<file path="config.mk">
export PLATFORM = sky130hd
export DESIGN_NAME = alu_issue_ctrl_flat
export DESIGN_NICKNAME = d
export VERILOG_FILES = /design/src/rtl/alu_issue_if.sv /design/src/rtl/alu_issue_ctrl.sv /design/src/flat_wrapper.sv
export SDC_FILE = /design/constraint.sdc
export NUM_CORES = 1
export LEC_CHECK = 0
export CORE_AREA = 8 8 213 215
export DETAILED_ROUTE_END_ITERATION = 7
export DIE_AREA = 0 0 221 223
export GPL_TIMING_DRIVEN = 0
export HOLD_SLACK_MARGIN = 0.02
export PLACE_DENSITY = 0.73
export RECOVER_POWER = 100
export SKIP_LAST_GASP = 1
export SYNTH_ARGS = -nofsm -noshare
export SYNTH_HDL_FRONTEND = slang
export SYNTH_SLANG_ARGS = --single-unit
</file>
<file path="constraint.sdc">
create_clock -name clk_i -period 2.3 [get_ports clk_i]
set_input_delay 0.46 -clock clk_i [delete_from_list [all_inputs] [get_ports clk_i]]
set_output_delay 0.46 -clock clk_i [all_outputs]
set_load 0.1 [all_outputs]
</file>
<file path="src/rtl/alu_issue_if.sv">
// Purpose: bundles the request, ALU-drive and writeback signals of alu_issue_ctrl.
// Ports (slave = controller view):
//   flush_i                         kill all pending work
//   req{0,1}_valid_i/ready_o        requester handshakes, with op/a/b/tid payload
//   alu_op_o/alu_a_o/alu_b_o        operation and operands to the ALU
//   alu_result_i/alu_branch_i       registered ALU outputs
//   wb_valid_o/wb_ready_i           result FIFO head handshake, with result/branch/tid/src
//   busy_o                          work in flight or buffered
interface alu_issue_if #(
    parameter int unsigned XLEN          = 64,
    parameter int unsigned TRANS_ID_BITS = 3,
    parameter int unsigned OP_W          = 8
);
    logic                     flush_i;

    logic                     req0_valid_i;
    logic                     req0_ready_o;
    logic [OP_W-1:0]          req0_op_i;
    logic [XLEN-1:0]          req0_a_i;
    logic [XLEN-1:0]          req0_b_i;
    logic [TRANS_ID_BITS-1:0] req0_tid_i;

    logic                     req1_valid_i;
    logic                     req1_ready_o;
    logic [OP_W-1:0]          req1_op_i;
    logic [XLEN-1:0]          req1_a_i;
    logic [XLEN-1:0]          req1_b_i;
    logic [TRANS_ID_BITS-1:0] req1_tid_i;

    logic [OP_W-1:0]          alu_op_o;
    logic [XLEN-1:0]          alu_a_o;
    logic [XLEN-1:0]          alu_b_o;
    logic [XLEN-1:0]          alu_result_i;
    logic                     alu_branch_i;

    logic                     wb_valid_o;
    logic                     wb_ready_i;
    logic [XLEN-1:0]          wb_result_o;
    logic                     wb_branch_o;
    logic [TRANS_ID_BITS-1:0] wb_tid_o;
    logic                     wb_src_o;
    logic                     busy_o;

    modport slave (
        input  flush_i,
        input  req0_valid_i, req0_op_i, req0_a_i, req0_b_i, req0_tid_i,
        output req0_ready_o,
        input  req1_valid_i, req1_op_i, req1_a_i, req1_b_i, req1_tid_i,
        output req1_ready_o,
        output alu_op_o, alu_a_o, alu_b_o,
        input  alu_result_i, alu_branch_i,
        output wb_valid_o, wb_result_o, wb_branch_o, wb_tid_o, wb_src_o,
        input  wb_ready_i,
        output busy_o
    );

    modport master (
        output flush_i,
        output req0_valid_i, req0_op_i, req0_a_i, req0_b_i, req0_tid_i,
        input  req0_ready_o,
        output req1_valid_i, req1_op_i, req1_a_i, req1_b_i, req1_tid_i,
        input  req1_ready_o,
        input  alu_op_o, alu_a_o, alu_b_o,
        output alu_result_i, alu_branch_i,
        input  wb_valid_o, wb_result_o, wb_branch_o, wb_tid_o, wb_src_o,
        output wb_ready_i,
        input  busy_o
    );
endinterface

</file>
<file path="src/rtl/alu_issue_ctrl.sv">
// Purpose: arbitrates two requesters onto a single-cycle-registered ALU, tracks the
// op in flight through the ALU output register and buffers results in an in-order
// FIFO until writeback accepts them.
// Ports:
//   clk_i    clock
//   rst_ni   asynchronous active-low reset
//   bus      alu_issue_if slave: requests, ALU drive, writeback, flush, busy
module alu_issue_ctrl #(
    parameter int unsigned XLEN          = 64,
    parameter int unsigned TRANS_ID_BITS = 3,
    parameter int unsigned OP_W          = 8,
    parameter int unsigned NOP_OP        = 0,
    parameter int unsigned DEPTH         = 3,
    parameter int unsigned MAX_WAIT      = 4
) (
    input  logic        clk_i,
    input  logic        rst_ni,
    alu_issue_if.slave  bus
);
    localparam int unsigned PTR_W  = (DEPTH > 1) ? $clog2(DEPTH) : 1;
    localparam int unsigned CNT_W  = $clog2(DEPTH + 1);
    localparam int unsigned OCC_W  = CNT_W + 1;
    localparam int unsigned WAIT_W = $clog2(MAX_WAIT + 1);

    typedef struct packed {
        logic [XLEN-1:0]          result;
        logic                     branch;
        logic [TRANS_ID_BITS-1:0] tid;
        logic                     src;
    } entry_t;

    entry_t                   fifo_q [DEPTH];
    logic [PTR_W-1:0]         rd_ptr_q;
    logic [PTR_W-1:0]         wr_ptr_q;
    logic [CNT_W-1:0]         count_q;
    logic                     inflight_q;
    logic [TRANS_ID_BITS-1:0] inflight_tid_q;
    logic                     inflight_src_q;
    logic [WAIT_W-1:0]        wait_cnt_q;

    logic [OCC_W-1:0]         occupancy_c;
    logic                     can_issue_c;
    logic                     starve_c;
    logic                     grant0_c;
    logic                     grant1_c;
    logic                     head_valid_c;
    logic                     push_c;
    logic                     pop_c;

    function automatic logic [PTR_W-1:0] ptr_inc(input logic [PTR_W-1:0] p);
        return (p == PTR_W'(DEPTH - 1)) ? '0 : p + PTR_W'(1);
    endfunction

    // Credits count the inflight op as well, so the capture can never overflow the FIFO.
    assign occupancy_c  = OCC_W'(count_q) + OCC_W'(inflight_q);
    assign can_issue_c  = !bus.flush_i && (occupancy_c < OCC_W'(DEPTH));
    assign starve_c     = (wait_cnt_q == WAIT_W'(MAX_WAIT));
    assign grant1_c     = can_issue_c && bus.req1_valid_i && (!bus.req0_valid_i || starve_c);
    assign grant0_c     = can_issue_c && bus.req0_valid_i && !grant1_c;
    assign head_valid_c = (count_q != '0);
    assign push_c       = inflight_q;
    assign pop_c        = head_valid_c && bus.wb_ready_i;

    assign bus.req0_ready_o = grant0_c;
    assign bus.req1_ready_o = grant1_c;

    // ALU drive from the granted port; idle cycles issue a harmless NOP with zero operands.
    always_comb begin
        bus.alu_op_o = OP_W'(NOP_OP);
        bus.alu_a_o  = '0;
        bus.alu_b_o  = '0;
        if (grant1_c) begin
            bus.alu_op_o = bus.req1_op_i;
            bus.alu_a_o  = bus.req1_a_i;
            bus.alu_b_o  = bus.req1_b_i;
        end else if (grant0_c) begin
            bus.alu_op_o = bus.req0_op_i;
            bus.alu_a_o  = bus.req0_a_i;
            bus.alu_b_o  = bus.req0_b_i;
        end
    end

    // Writeback view of the FIFO head.
    assign bus.wb_valid_o  = head_valid_c;
    assign bus.wb_result_o = fifo_q[rd_ptr_q].result;
    assign bus.wb_branch_o = fifo_q[rd_ptr_q].branch;
    assign bus.wb_tid_o    = fifo_q[rd_ptr_q].tid;
    assign bus.wb_src_o    = fifo_q[rd_ptr_q].src;
    assign bus.busy_o      = inflight_q || head_valid_c;

    // Inflight tracking, result capture, FIFO pointers and starvation counter.
    always_ff @(posedge clk_i or negedge rst_ni) begin
        if (!rst_ni) begin
            for (int i = 0; i < DEPTH; i++) begin
                fifo_q[i] <= '0;
            end
            rd_ptr_q       <= '0;
            wr_ptr_q       <= '0;
            count_q        <= '0;
            inflight_q     <= 1'b0;
            inflight_tid_q <= '0;
            inflight_src_q <= 1'b0;
            wait_cnt_q     <= '0;
        end else if (bus.flush_i) begin
            rd_ptr_q   <= '0;
            wr_ptr_q   <= '0;
            count_q    <= '0;
            inflight_q <= 1'b0;
            wait_cnt_q <= '0;
        end else begin
            inflight_q <= grant0_c || grant1_c;
            if (grant0_c || grant1_c) begin
                inflight_tid_q <= grant1_c ? bus.req1_tid_i : bus.req0_tid_i;
                inflight_src_q <= grant1_c;
            end
            if (push_c) begin
                fifo_q[wr_ptr_q] <= '{result: bus.alu_result_i, branch: bus.alu_branch_i,
                                      tid: inflight_tid_q, src: inflight_src_q};
                wr_ptr_q         <= ptr_inc(wr_ptr_q);
            end
            if (pop_c) begin
                rd_ptr_q <= ptr_inc(rd_ptr_q);
            end
            count_q <= count_q + CNT_W'(push_c) - CNT_W'(pop_c);
            if (grant1_c || !bus.req1_valid_i) begin
                wait_cnt_q <= '0;
            end else if (!starve_c) begin
                wait_cnt_q <= wait_cnt_q + WAIT_W'(1);
            end
        end
    end

    // The credit rule makes a capture into a full FIFO impossible.
    assert property (@(posedge clk_i) disable iff (!rst_ni)
                     push_c |-> (count_q != CNT_W'(DEPTH)));

endmodule
</file>
<file path="src/flat_wrapper.sv">
// flat-port wrapper written by rule: the top's interface ports become plain ports
module alu_issue_ctrl_flat 
#(
    parameter int unsigned XLEN          = 64,
    parameter int unsigned TRANS_ID_BITS = 3,
    parameter int unsigned OP_W          = 8,
    parameter int unsigned NOP_OP        = 0,
    parameter int unsigned DEPTH         = 3,
    parameter int unsigned MAX_WAIT      = 4
)
  (clk_i, rst_ni, bus_flush_i, bus_req0_valid_i, bus_req0_op_i, bus_req0_a_i, bus_req0_b_i, bus_req0_tid_i, bus_req0_ready_o, bus_req1_valid_i, bus_req1_op_i, bus_req1_a_i, bus_req1_b_i, bus_req1_tid_i, bus_req1_ready_o, bus_alu_op_o, bus_alu_a_o, bus_alu_b_o, bus_alu_result_i, bus_alu_branch_i, bus_wb_valid_o, bus_wb_result_o, bus_wb_branch_o, bus_wb_tid_o, bus_wb_src_o, bus_wb_ready_i, bus_busy_o);
  alu_issue_if #(.XLEN(XLEN), .TRANS_ID_BITS(TRANS_ID_BITS), .OP_W(OP_W)) bus_i ();
  input  logic clk_i;
  input  logic rst_ni;
  input wire logic [$bits(bus_i.flush_i)-1:0] bus_flush_i;
  input wire logic [$bits(bus_i.req0_valid_i)-1:0] bus_req0_valid_i;
  input wire logic [$bits(bus_i.req0_op_i)-1:0] bus_req0_op_i;
  input wire logic [$bits(bus_i.req0_a_i)-1:0] bus_req0_a_i;
  input wire logic [$bits(bus_i.req0_b_i)-1:0] bus_req0_b_i;
  input wire logic [$bits(bus_i.req0_tid_i)-1:0] bus_req0_tid_i;
  output wire logic [$bits(bus_i.req0_ready_o)-1:0] bus_req0_ready_o;
  input wire logic [$bits(bus_i.req1_valid_i)-1:0] bus_req1_valid_i;
  input wire logic [$bits(bus_i.req1_op_i)-1:0] bus_req1_op_i;
  input wire logic [$bits(bus_i.req1_a_i)-1:0] bus_req1_a_i;
  input wire logic [$bits(bus_i.req1_b_i)-1:0] bus_req1_b_i;
  input wire logic [$bits(bus_i.req1_tid_i)-1:0] bus_req1_tid_i;
  output wire logic [$bits(bus_i.req1_ready_o)-1:0] bus_req1_ready_o;
  output wire logic [$bits(bus_i.alu_op_o)-1:0] bus_alu_op_o;
  output wire logic [$bits(bus_i.alu_a_o)-1:0] bus_alu_a_o;
  output wire logic [$bits(bus_i.alu_b_o)-1:0] bus_alu_b_o;
  input wire logic [$bits(bus_i.alu_result_i)-1:0] bus_alu_result_i;
  input wire logic [$bits(bus_i.alu_branch_i)-1:0] bus_alu_branch_i;
  output wire logic [$bits(bus_i.wb_valid_o)-1:0] bus_wb_valid_o;
  output wire logic [$bits(bus_i.wb_result_o)-1:0] bus_wb_result_o;
  output wire logic [$bits(bus_i.wb_branch_o)-1:0] bus_wb_branch_o;
  output wire logic [$bits(bus_i.wb_tid_o)-1:0] bus_wb_tid_o;
  output wire logic [$bits(bus_i.wb_src_o)-1:0] bus_wb_src_o;
  input wire logic [$bits(bus_i.wb_ready_i)-1:0] bus_wb_ready_i;
  output wire logic [$bits(bus_i.busy_o)-1:0] bus_busy_o;
  assign bus_i.flush_i = bus_flush_i;
  assign bus_i.req0_valid_i = bus_req0_valid_i;
  assign bus_i.req0_op_i = bus_req0_op_i;
  assign bus_i.req0_a_i = bus_req0_a_i;
  assign bus_i.req0_b_i = bus_req0_b_i;
  assign bus_i.req0_tid_i = bus_req0_tid_i;
  assign bus_req0_ready_o = bus_i.req0_ready_o;
  assign bus_i.req1_valid_i = bus_req1_valid_i;
  assign bus_i.req1_op_i = bus_req1_op_i;
  assign bus_i.req1_a_i = bus_req1_a_i;
  assign bus_i.req1_b_i = bus_req1_b_i;
  assign bus_i.req1_tid_i = bus_req1_tid_i;
  assign bus_req1_ready_o = bus_i.req1_ready_o;
  assign bus_alu_op_o = bus_i.alu_op_o;
  assign bus_alu_a_o = bus_i.alu_a_o;
  assign bus_alu_b_o = bus_i.alu_b_o;
  assign bus_i.alu_result_i = bus_alu_result_i;
  assign bus_i.alu_branch_i = bus_alu_branch_i;
  assign bus_wb_valid_o = bus_i.wb_valid_o;
  assign bus_wb_result_o = bus_i.wb_result_o;
  assign bus_wb_branch_o = bus_i.wb_branch_o;
  assign bus_wb_tid_o = bus_i.wb_tid_o;
  assign bus_wb_src_o = bus_i.wb_src_o;
  assign bus_i.wb_ready_i = bus_wb_ready_i;
  assign bus_busy_o = bus_i.busy_o;
  alu_issue_ctrl #(.XLEN(XLEN), .TRANS_ID_BITS(TRANS_ID_BITS), .OP_W(OP_W), .NOP_OP(NOP_OP), .DEPTH(DEPTH), .MAX_WAIT(MAX_WAIT)) u_core (.clk_i(clk_i), .rst_ni(rst_ni), .bus(bus_i));
endmodule
</file>
==> results of run 1 <==
## per-stage QoR
| step | util | hold slack (ns) | total power, mW | area [um2] | std cells |
|---|---|---|---|---|---|
| 6_report | 0.610 | 0.489 | 33.7 | 25800 | 2456 |
| 5_1_grt | 0.610 | 0.508 | 34.8 | 25800 | 2454 |
| 3_3_place_gp | 0.472 | 0.467 | 23.7 | 20000 | 2342 |
| 4_1_cts | 0.564 | 0.490 | 30.6 | 23900 | 2410 |
| 2_1_floorplan | - | 0.164 | 19.4 | 13700 | 1239 |
| 3_5_place_dp | 0.473 | 0.470 | 24.0 | 20000 | 2344 |
## cells in the mapped netlist, drive strengths merged
library cell  number  area share
o211ai           137       0.082
a211o              1     0.00070
o21ai             71       0.028
dfrtp            221        0.44
nor3b              2      0.0020
o221a              3      0.0027
ha                 6      0.0060
nand2b             1     0.00050
a21bo              1     0.00080
mux2             208        0.19
nand3            137       0.055
buf               46       0.019
or2                1     0.00050
a211oi             1     0.00060
inv                8      0.0024
nor4               3      0.0015
or3                2      0.0010
a21o               1     0.00060
nand2             73       0.022
mux2i             72       0.057
nor2               7      0.0021
o21bai             3      0.0018
xnor2              2      0.0014
xor2               1     0.00070
nor3               1     0.00080
a21oi            137       0.055
nor2b              2      0.0010
clkbuf            90       0.027
nand3b             1     0.00060
## worst reg2reg max path, cell delays in order, from the launching register on
cell and delay (ns):
dfrtp_2 0.39, buf_4 0.12, buf_4 0.13, nand2b_1 0.22, nor3_4 0.36, buf_4 0.27, buf_4 0.25, mux2_2 0.37
## timing repair
action	in CTS	in global routing
pin swaps	8	55
gates cloned	8	12
gates resized for setup	2007	394
endpoints found under the setup margin	219	348
hold buffers	1	0
buffers inserted	19	21
endpoints found under the hold margin	72	0
## report_power, final
part           switching (mW)  total [mW]  internal [mW]
registers                1.27        6.90           5.63
logic                    14.0        22.9           8.87
clock network            1.54        3.86           2.32
## flip-flops by register name, summed over array words and instances (netlist names)
| register | cells |
|---|---|
| u_core.wait_cnt_q | 3 |
| u_core.inflight_tid_q | 3 |
| u_core.wr_ptr_q | 2 |
| u_core.inflight_src_q | 1 |
| u_core.count_q | 2 |
| u_core.rd_ptr_q | 2 |
| u_core.fifo_q | 207 |
| u_core.inflight_q | 1 |
## cell families (layout without fill, tap and decap cells)
kind of cell	Yosys count	in the layout	share of synthesized area
multiplexers	280	280	0.244
buffers and inverters	144	794	0.0479
flip-flops	221	221	0.441
AO/OA/AOI/OAI	355	355	0.172
AND/OR/NAND/NOR	230	230	0.0865
other	0	21	0
XOR/XNOR	3	3	0.00210
adder cells (fa/ha/maj)	6	6	0.00599
## layer usage
metal / wire length [um] / track usage / share of wire
met5: 76 / 0 / 0.0011
met4: 2170 / 0.0876 / 0.031
met3: 4690 / 0.0678 / 0.067
met2: 36900 / 0.469 / 0.53
met1: 26100 / 0.295 / 0.37
## area by class of cell
class	instances	share of cell area
repair buffers	619	0.329
well taps	546	0.0265
clock inverters	13	0.00664
inverters	8	0.00145
flip-flops and latches	221	0.214
clock buffers	27	0.0233
diodes	21	0.00204
multi-input cells	874	0.352
plain buffers	127	0.0452
## how the worst max path moves through the flow
stage,from,end,slack (ns),depth (start not counted)
4_1_cts,u_core.count_q[0]$_DFF_PN0_,bus_alu_b_o[7],-0.66,7
2_1_floorplan,u_core.inflight_q$_DFF_PN0_,bus_alu_a_o[39],-1.18,6
3_3_place_gp,rst_ni,u_core.fifo_q[84]$_DFFE_PN0P_,-8.18,1
6_report,bus_req0_valid_i,bus_alu_a_o[50],-0.70,6
3_5_place_dp,bus_req1_valid_i,bus_alu_b_o[4],-2.27,7
5_1_grt,bus_req0_valid_i,bus_alu_a_o[49],-0.77,6
==> results.md, run 1 <==
* Htree depth at 1
* Slew Limit Fails at 0
* R2r worst-path depth at 7
* Vias per Instance at 5.43
* Clock transition at the registers of the reported paths at 0.06 ns
* Synth cell types at 33
* CTS tree: yes
* Crit path buf inv count at 4
* Commonest cells after routing, fill and taps aside: 346 x clkdlybuf4s50_1, 223 x buf_12, 218 x dfrtp_1, 188 x mux2_2, 137 x o211ai_1
* Reg-to-reg endpoint: u_core.fifo_q[203]$_DFFE_PN0P_
* Largest net degree at the start of global routing at 79
* Port Buffer Count at 557
* WP data arrival at 2.54 ns
* Worst Skew at 0.00645 ns
* Most common cell after layout, fill and taps aside: clkdlybuf4s50_1
* Maxcap violations at 0
* Die H at 223 um
* CTS buffer count at 22
* Synth Warn # at 0
* Slew at the pin with the worst max-slew slack at 1.00 ns
* First-pass GRT wire length at 98,000 um
* NumNets Final at 2,228
* ANT nets after route at 0
* Sequential area share after synthesis at 0.441
* Ratio of cells with drive above 1 in the final layout at 0.480
* Max Fclk at 0.334 GHz
* Delay-heaviest family, CP: buffers and inverters
* Max rail drop VDD at 0.990 mV
* Seq cells post-synth at 221
* Hold Crit Start: u_core.fifo_q[122]$_DFFE_PN0P_
* Hold crit path type: register to register
* Crit Path Category: input pin to output pin
* Startpoint Class: input pin
* Num ports at 558
* DRC viols at 0
* FILL cells at 3,206
* Vias in the first global route at 14,309
* Die Area at 49,300 um2
* Vias after detailed routing at 13,329
* Synthesized area at 12,500 um2
* Std-Cell Rows at 76
* Pre-antenna DRT Iters at 5
* Tmin final at 3.00 ns
* Final Setup Violations at 207
* Pre-CTS setup slack at -2.27 ns
* Final GP Congestion at 0.978
* Root Driver: clkbuf_16
* Congestion Overflow GR at 0
* Core Box Area at 42,300 um2
* Kind of end point of the critical path: output pin
* Die W at 221 um
* Num Clock Sinks at 221
* Synthesis-to-layout area growth at 106%
* Final WS setup at -0.697 ns
* RSZ-0062 raised after global routing: true
* Power density over cell area at 1300 nW/um2
* Max incr delay on CP at 0.55 ns
* Worst path slowest cell: clkdlybuf4s50_1
* Fin crit share at 1.30
* Final hold vios at 0
* Max_slew headroom at 0.330
* Footprint of the multi-input gates at 9080 um2
* R2R Setup Slk at 0.08 ns
* Syn Inst Count at 1,239
* HPWL Detailed at 51,900 um
* Critical R2R Launch: u_core.inflight_q$_DFF_PN0_
* Antenna violations before repair at 26
* Total Routed Length at 70,000 um
* Initial Util at 0.296
* DR iter-0 viols at 889
* WL per Instance at 28.5 um
* Worst-path fanout max at 10
* Setup tns final at -93.37 ns
* Clk_lat worst skew at 0.50 ns
* CTS max path bufs at 3
* Hold EP: u_core.fifo_q[122]$_DFFE_PN0P_
* All-Layer GR Usage at 0.260
* Worst Hold Depth at 1
* Critical Path RT at 1.84 ns
* Syn nets at 1,594
* Failing checks: setup timing
* Synth Area per Inst at 10.1 um2
* Status: finished, violations left
* Pleak at 10.0 nW
* Storage cell area at 5530 um2
* Ordered cell list for the critical path: clkdlybuf4s50_1 -> clkbuf_2 -> clkbuf_1 -> o211ai_1 -> a21oi_4 -> buf_12
No activity file was read; power rests on OpenSTA's default activity.
==> run 2, diff against run 1 <==
==> constraint.sdc (replaced) <==
create_clock -name clk_i -period 3.55 [get_ports clk_i]
set_input_delay 0.71 -clock clk_i [delete_from_list [all_inputs] [get_ports clk_i]]
set_output_delay 0.71 -clock clk_i [all_outputs]
set_load 0.1 [all_outputs]
==> run 2 against run 1 <==
  * The run ends with capacitance limit, slew limit left
  * Final cell count fell by 2.1%
  * Clock-buffer cell count increased by 3
  * Via count is 3.9% lower
  * Critical path depth up 1
  * Critical path type is now register to output pin
  * Largest cell class is now multi-input combinational cells
==> results.md, run 2 (same netlist as run 1, synthesis figures left out) <==
* Status: finished, violations left
* Failing checks: capacitance limit, slew limit
* Most common cell after layout, fill and taps aside: clkdlybuf4s50_1
* FILL cells at 3,919
* Clk_lat worst skew at 0.51 ns
* Port Buffer Count at 557
* Setup tns final at 0 ns
* Startpoint Class: register
* Total Routed Length at 65,000 um
* Critical R2R Launch: u_core.inflight_q$_DFF_PN0_
* Storage cell area at 5530 um2
* Vias in the first global route at 13,647
* Most used cell, CP: ha_1
* Design area at 20,400 um2
* Core Box Area at 42,300 um2
* R2r worst-path depth at 5
* Die Area at 49,300 um2
* Final hold vios at 0
* DRC viols at 0
* Slew Limit Fails at 110
* RSZ-0062 raised after global routing: true
* Final GP Congestion at 0.985
* Max FFs per register at 207
* Final WS setup at 0.0535 ns
* Crit Path Category: register to output pin
* DR iter-0 viols at 802
* Die H at 223 um
* Synthesis-to-layout area growth at 63.0%
* Std-Cell Rows at 76
* Placed inst area at 18,800 um2
* Ordered cell list for the critical path: ha_1 -> ha_1 -> a211o_4 -> clkbuf_4 -> buf_4 -> a21oi_1 -> buf_6
* ANT nets after route at 0
* Finished Layout Cells at 2,405
* Hold buffer count at cts at 0
* Die W at 221 um
* Vias per Instance at 5.33
* First-pass GRT wire length at 93,700 um
* Ratio of cells with drive above 1 in the final layout at 0.354
* Fin util at 0.483
* Pre-antenna DRT Iters at 5
* Largest net degree at the start of global routing at 113
* Root Driver: clkbuf_16
* NumNets Final at 2,175
* Vias after detailed routing at 12,810
* Maxcap violations at 1
* WL per Instance at 27.0 um
* CTS buffer count at 22
* WP data arrival at 2.79 ns
* Fin crit share at 0.985
* Hold crit path type: register to register
* Num Clock Sinks at 221
* Final Power at 17.4 mW
* Kind of end point of the critical path: output pin
* Clock transition at the registers of the reported paths at 0.06 ns
* Pleak at 8.07 nW
* Worst-path fanout max at 10
* Max rail drop VDD at 0.615 mV
* Slew at the pin with the worst max-slew slack at 2.77 ns
* Worst Skew at 0.0184 ns
* Num ports at 558
* Final Setup Violations at 0
* Largest regs: u_core.fifo_q: 207 flops, u_core.inflight_tid_q: 3 flops, u_core.wait_cnt_q: 3 flops
* Hold WS at 0.484 ns
* Max_slew headroom at -0.850
* Hold EP: u_core.fifo_q[67]$_DFFE_PN0P_
* Critical Path RT at 2.84 ns
* R2R Setup Slk at 1.38 ns
* All-Layer GR Usage at 0.250
* Worst Hold Depth at 1
* Hold Crit Start: u_core.fifo_q[67]$_DFFE_PN0P_
* Placed Cells at 2,343
* Largest reg by FF count: u_core.fifo_q
* Congestion Overflow GR at 0
* Max Fclk at 0.286 GHz
* CTS max path bufs at 3
* Power density over cell area at 851 nW/um2
* Tmin final at 3.50 ns
* HPWL Detailed at 51,900 um
* Commonest cells after routing, fill and taps aside: 349 x clkdlybuf4s50_1, 220 x dfrtp_1, 188 x mux2_2, 137 x o211ai_1, 137 x nand3_1
* Max incr delay on CP at 0.46 ns
* Antenna violations before repair at 31
* Footprint of the multi-input gates at 6960 um2
* Worst path slowest cell: dfrtp_2
* Pre-CTS setup slack at -1.38 ns
* Htree depth at 1
* CTS tree: yes
* Initial Util at 0.296
* Reg-to-reg endpoint: u_core.fifo_q[118]$_DFFE_PN0P_
## run 2: changes by cell type in the layout (fill, tap and decap cells not counted), moves of 24 or more
cell,delta
o21ai_1,+69
a21oi_1,+34
o21ai_2,-24
nand2_1,+52
nand2_4,-45
a21oi_2,+80
a21oi_4,-114
buf_12,-203
clkbuf_16,-24
buf_6,+83
o21ai_4,-45
buf_2,+65
## run 2: worst max path at each step
stage | cells past startpoint | startpoint | to | slack, ns
floorplan | 6 | u_core.inflight_q$_DFF_PN0_ | bus_alu_a_o[0] | -0.26
global placement | 1 | rst_ni | u_core.fifo_q[12]$_DFFE_PN0P_ | -7.15
detailed placement | 7 | bus_req1_valid_i | bus_alu_b_o[52] | -1.38
CTS | 7 | u_core.inflight_q$_DFF_PN0_ | bus_alu_b_o[13] | -0.02
global route | 7 | u_core.inflight_q$_DFF_PN0_ | bus_alu_a_o[31] | -0.08
finish | 7 | u_core.inflight_q$_DFF_PN0_ | bus_alu_a_o[5] | 0.05
## run 2: cell type report
cell class              instances  share of cell area
diodes                         25             0.00306
multi-input cells             874               0.341
clock buffers                  30              0.0324
repair buffers                558               0.277
clock inverters                 8             0.00716
inverters                       8             0.00147
well taps                     546              0.0334
flip-flops and latches        221               0.271
plain buffers                 135              0.0344
## run 2: timing repair
item / CTS / global route
setup endpoints to repair: 207 / 179
resized for setup: 1378 / 212
buffers inserted: 0 / 0
## run 2: where the power goes
group	total, mW	leakage (nW)	switching (mW)	internal (mW)
Combinational	10.6	4.93	7.86	2.71
Clock	2.56	0.397	0.969	1.59
Sequential	4.26	2.75	0.611	3.65
## run 2: metal layers
metal / GRT usage / share of wire / vias up
li1: - / - / 5771
met1: 0.285 / 0.39 / 6449
met2: 0.447 / 0.51 / 485
met3: 0.0629 / 0.067 / 101
met4: 0.0943 / 0.030 / 4
met5: 0 / 0.00052 / -
## run 2: critical path, delay by kind of cell, from the launching register on
family                     cells  cell delay, ns
DFF                            1            0.46
buffers and inverters          3            0.70
AOI/OAI and AO/OA              2            0.59
adders and majority gates      2            0.53
==> run 3, diff against run 2 <==
--- a/config.mk
+++ b/config.mk
@@ -13,6 +13,7 @@
 export PLACE_DENSITY = 0.73
 export RECOVER_POWER = 100
 export SKIP_LAST_GASP = 1
+export SLEW_MARGIN = 15
 export SYNTH_ARGS = -nofsm -noshare
 export SYNTH_HDL_FRONTEND = slang
 export SYNTH_SLANG_ARGS = --single-unit
==> run 3 against run 2 <==
  * The run still ends with capacitance limit, slew limit left
  * Final area shrank 0.75%
  * Combinational power barely moved
  * Worst hold slack better by 0.0031 ns
  * Critical path depth unchanged
  * Largest power group unchanged
==> results.md, run 3 (same netlist as run 1, synthesis figures left out) <==
* Crit Path Category: register to output pin
* RSZ-0062 raised after global routing: true
* CTS max path bufs at 3
* Clock transition at the registers of the reported paths at 0.06 ns
* DRC viols at 0
* Status: finished, violations left
* WP data arrival at 2.78 ns
* Postcts setup bufs at 0
* Design area at 20,300 um2
* Max Fclk at 0.287 GHz
* Most used cell, CP: ha_1
* Fin util at 0.479
* Failing checks: capacitance limit, slew limit
* Pint at 7.59 mW
* Finished Layout Cells at 2,403
* Most common cell after layout, fill and taps aside: clkdlybuf4s50_1
* Clk_lat worst skew at 0.52 ns
* Tmin final at 3.49 ns
* Vias per Instance at 5.35
* Port Buffer Count at 557
* Core Box Area at 42,300 um2
* Root Driver: clkbuf_16
* Largest net degree at the start of global routing at 110
* Antenna violations before repair at 33
* Die Area at 49,300 um2
* CTS tree: yes
* Num ports at 558
* Std-Cell Rows at 76
* Critical Path Sink: bus_alu_b_o[32]
* Max incr delay on CP at 0.46 ns
* Final Setup Violations at 0
* Placed Cells at 2,344
* Ratio of cells with drive above 1 in the final layout at 0.347
* Switching power at 9.44 mW
* Vias in the first global route at 13,581
* Hold crit path type: register to register
* Num Clock Sinks at 221
* Worst path slowest cell: dfrtp_2
* Critical Path RT at 2.84 ns
* Pre-CTS setup slack at -1.37 ns
* Slew Limit Fails at 37
* Htree depth at 1
* Final Power at 17.0 mW
* Critical R2R Launch: u_core.inflight_q$_DFF_PN0_
* Reg-to-reg endpoint: u_core.fifo_q[117]$_DFFE_PN0P_
* R2R Setup Slk at 1.36 ns
* Seq pwr share at 0.250
* Placed inst area at 18,900 um2
* Hold WS at 0.487 ns
* Congestion Overflow GR at 0
* CTS buffer count at 22
* Ordered cell list for the critical path: ha_1 -> ha_1 -> a211o_4 -> clkbuf_8 -> buf_4 -> a21oi_1 -> buf_6
* Pre-antenna DRT Iters at 5
* Slew at the pin with the worst max-slew slack at 2.21 ns
* Maxcap violations at 1
* Max FFs per register at 207
* Max rail drop VDD at 0.587 mV
* Final WS setup at 0.0601 ns
* WL per Instance at 26.9 um
* Kind of end point of the critical path: output pin
* Commonest cells after routing, fill and taps aside: 349 x clkdlybuf4s50_1, 220 x dfrtp_1, 188 x mux2_2, 137 x o211ai_1, 137 x nand3_1
* Die W at 221 um
* Final GP Congestion at 0.985
* NumNets Final at 2,176
* Hold buffer count at cts at 0
* Switching share of total power at 0.555
* Startpoint Class: register
* Pleak at 8.04 nW
* All-Layer GR Usage at 0.248
* Final hold vios at 0
* Synthesis-to-layout area growth at 61.8%
* Initial Util at 0.296
* Worst Hold Depth at 1
* First-pass GRT wire length at 92,700 um
* Fin crit share at 0.983
* Critical path launch point: u_core.inflight_q$_DFF_PN0_
* DR iter-0 viols at 709
* Max_slew headroom at -0.473
* Largest regs: u_core.fifo_q: 207 flops, u_core.inflight_tid_q: 3 flops, u_core.wait_cnt_q: 3 flops
* Power density over cell area at 839 nW/um2
* Clock share of power at 0.129
* ANT nets after route at 0
* Die H at 223 um
* HPWL Detailed at 51,900 um
* Worst-path fanout max at 10
* Setup tns final at 0 ns
* Worst Skew at 0.0202 ns
* Comb power frac at 0.621
* R2r worst-path depth at 5
* Vias after detailed routing at 12,849
* Total Routed Length at 64,600 um
* Largest reg by FF count: u_core.fifo_q
run 3: cell types whose count changed in the layout (fill, tap and decap cells not counted), sizes merged:
cell and change:
buf +16, bufinv -3, clkbuf -6, clkdlybuf4s15 -2, clkdlybuf4s18 -9, clkinv +7
clkinvlp -1, diode -5, inv +1
run 3: cell type report:
| cell class | count | area [um2] |
|---|---|---|
| Fill cell | 3943 | 22000 |
| Multi-Input combinational cell | 874 | 6960 |
| Timing Repair Buffer | 559 | 5660 |
| Sequential cell | 221 | 5530 |
| Buffer | 135 | 701 |
| Tap cell | 546 | 683 |
| Clock buffer | 28 | 573 |
| Clock inverter | 12 | 100 |
| Antenna cell | 20 | 50.0 |
| Inverter | 8 | 30.0 |
run 3: power groups by stage:
| stage | registers [mW] | clock network (mW) | logic (mW) |
|---|---|---|---|
| finish | 4.26 | 2.21 | 10.6 |
| global route | 4.40 | 2.37 | 11.0 |
| CTS | 4.25 | 2.26 | 10.4 |
| detailed placement | 4.28 | 0 | 10.7 |
| global placement | 4.19 | 0 | 10.6 |
| floorplan | 4.08 | 0 | 7.90 |
run 3: worst min path at each step:
stage / startpoint / to / slack (ns)
after detailed placement: u_core.fifo_q[123]$_DFFE_PN0P_ / u_core.fifo_q[123]$_DFFE_PN0P_ / 0.48
after CTS: rst_ni / u_core.fifo_q[184]$_DFFE_PN0P_ / 0.05
after global placement: u_core.fifo_q[120]$_DFFE_PN0P_ / u_core.fifo_q[120]$_DFFE_PN0P_ / 0.47
final: u_core.fifo_q[67]$_DFFE_PN0P_ / u_core.fifo_q[67]$_DFFE_PN0P_ / 0.49
after global routing: u_core.fifo_q[64]$_DFFE_PN0P_ / u_core.fifo_q[64]$_DFFE_PN0P_ / 0.50
after floorplan: rst_ni / u_core.count_q[0]$_DFF_PN0_ / 0.41
run 3: worst max-delay path: cells and delay by family, from the launching register on:
family,cells,cell delay [ns]
buffers and inverters,3,0.67
AO/OA/AOI/OAI,2,0.59
adder cells (fa/ha/maj),2,0.53
flip-flops,1,0.46
run 3: metal layers:
metal,vias up,global-route usage,wire [um],part of all wire
met1,6503,0.281,25100,0.39
li1,5767,-,-,-
met2,479,0.451,33600,0.52
met3,90,0.0647,4330,0.067
met5,-,0,66,0.0010
met4,10,0.0796,1500,0.023
run 3: timing repair:
action                      CTS  global route
setup endpoints to repair   207           177
pin swaps                     0             0
resized for setup          1411           202
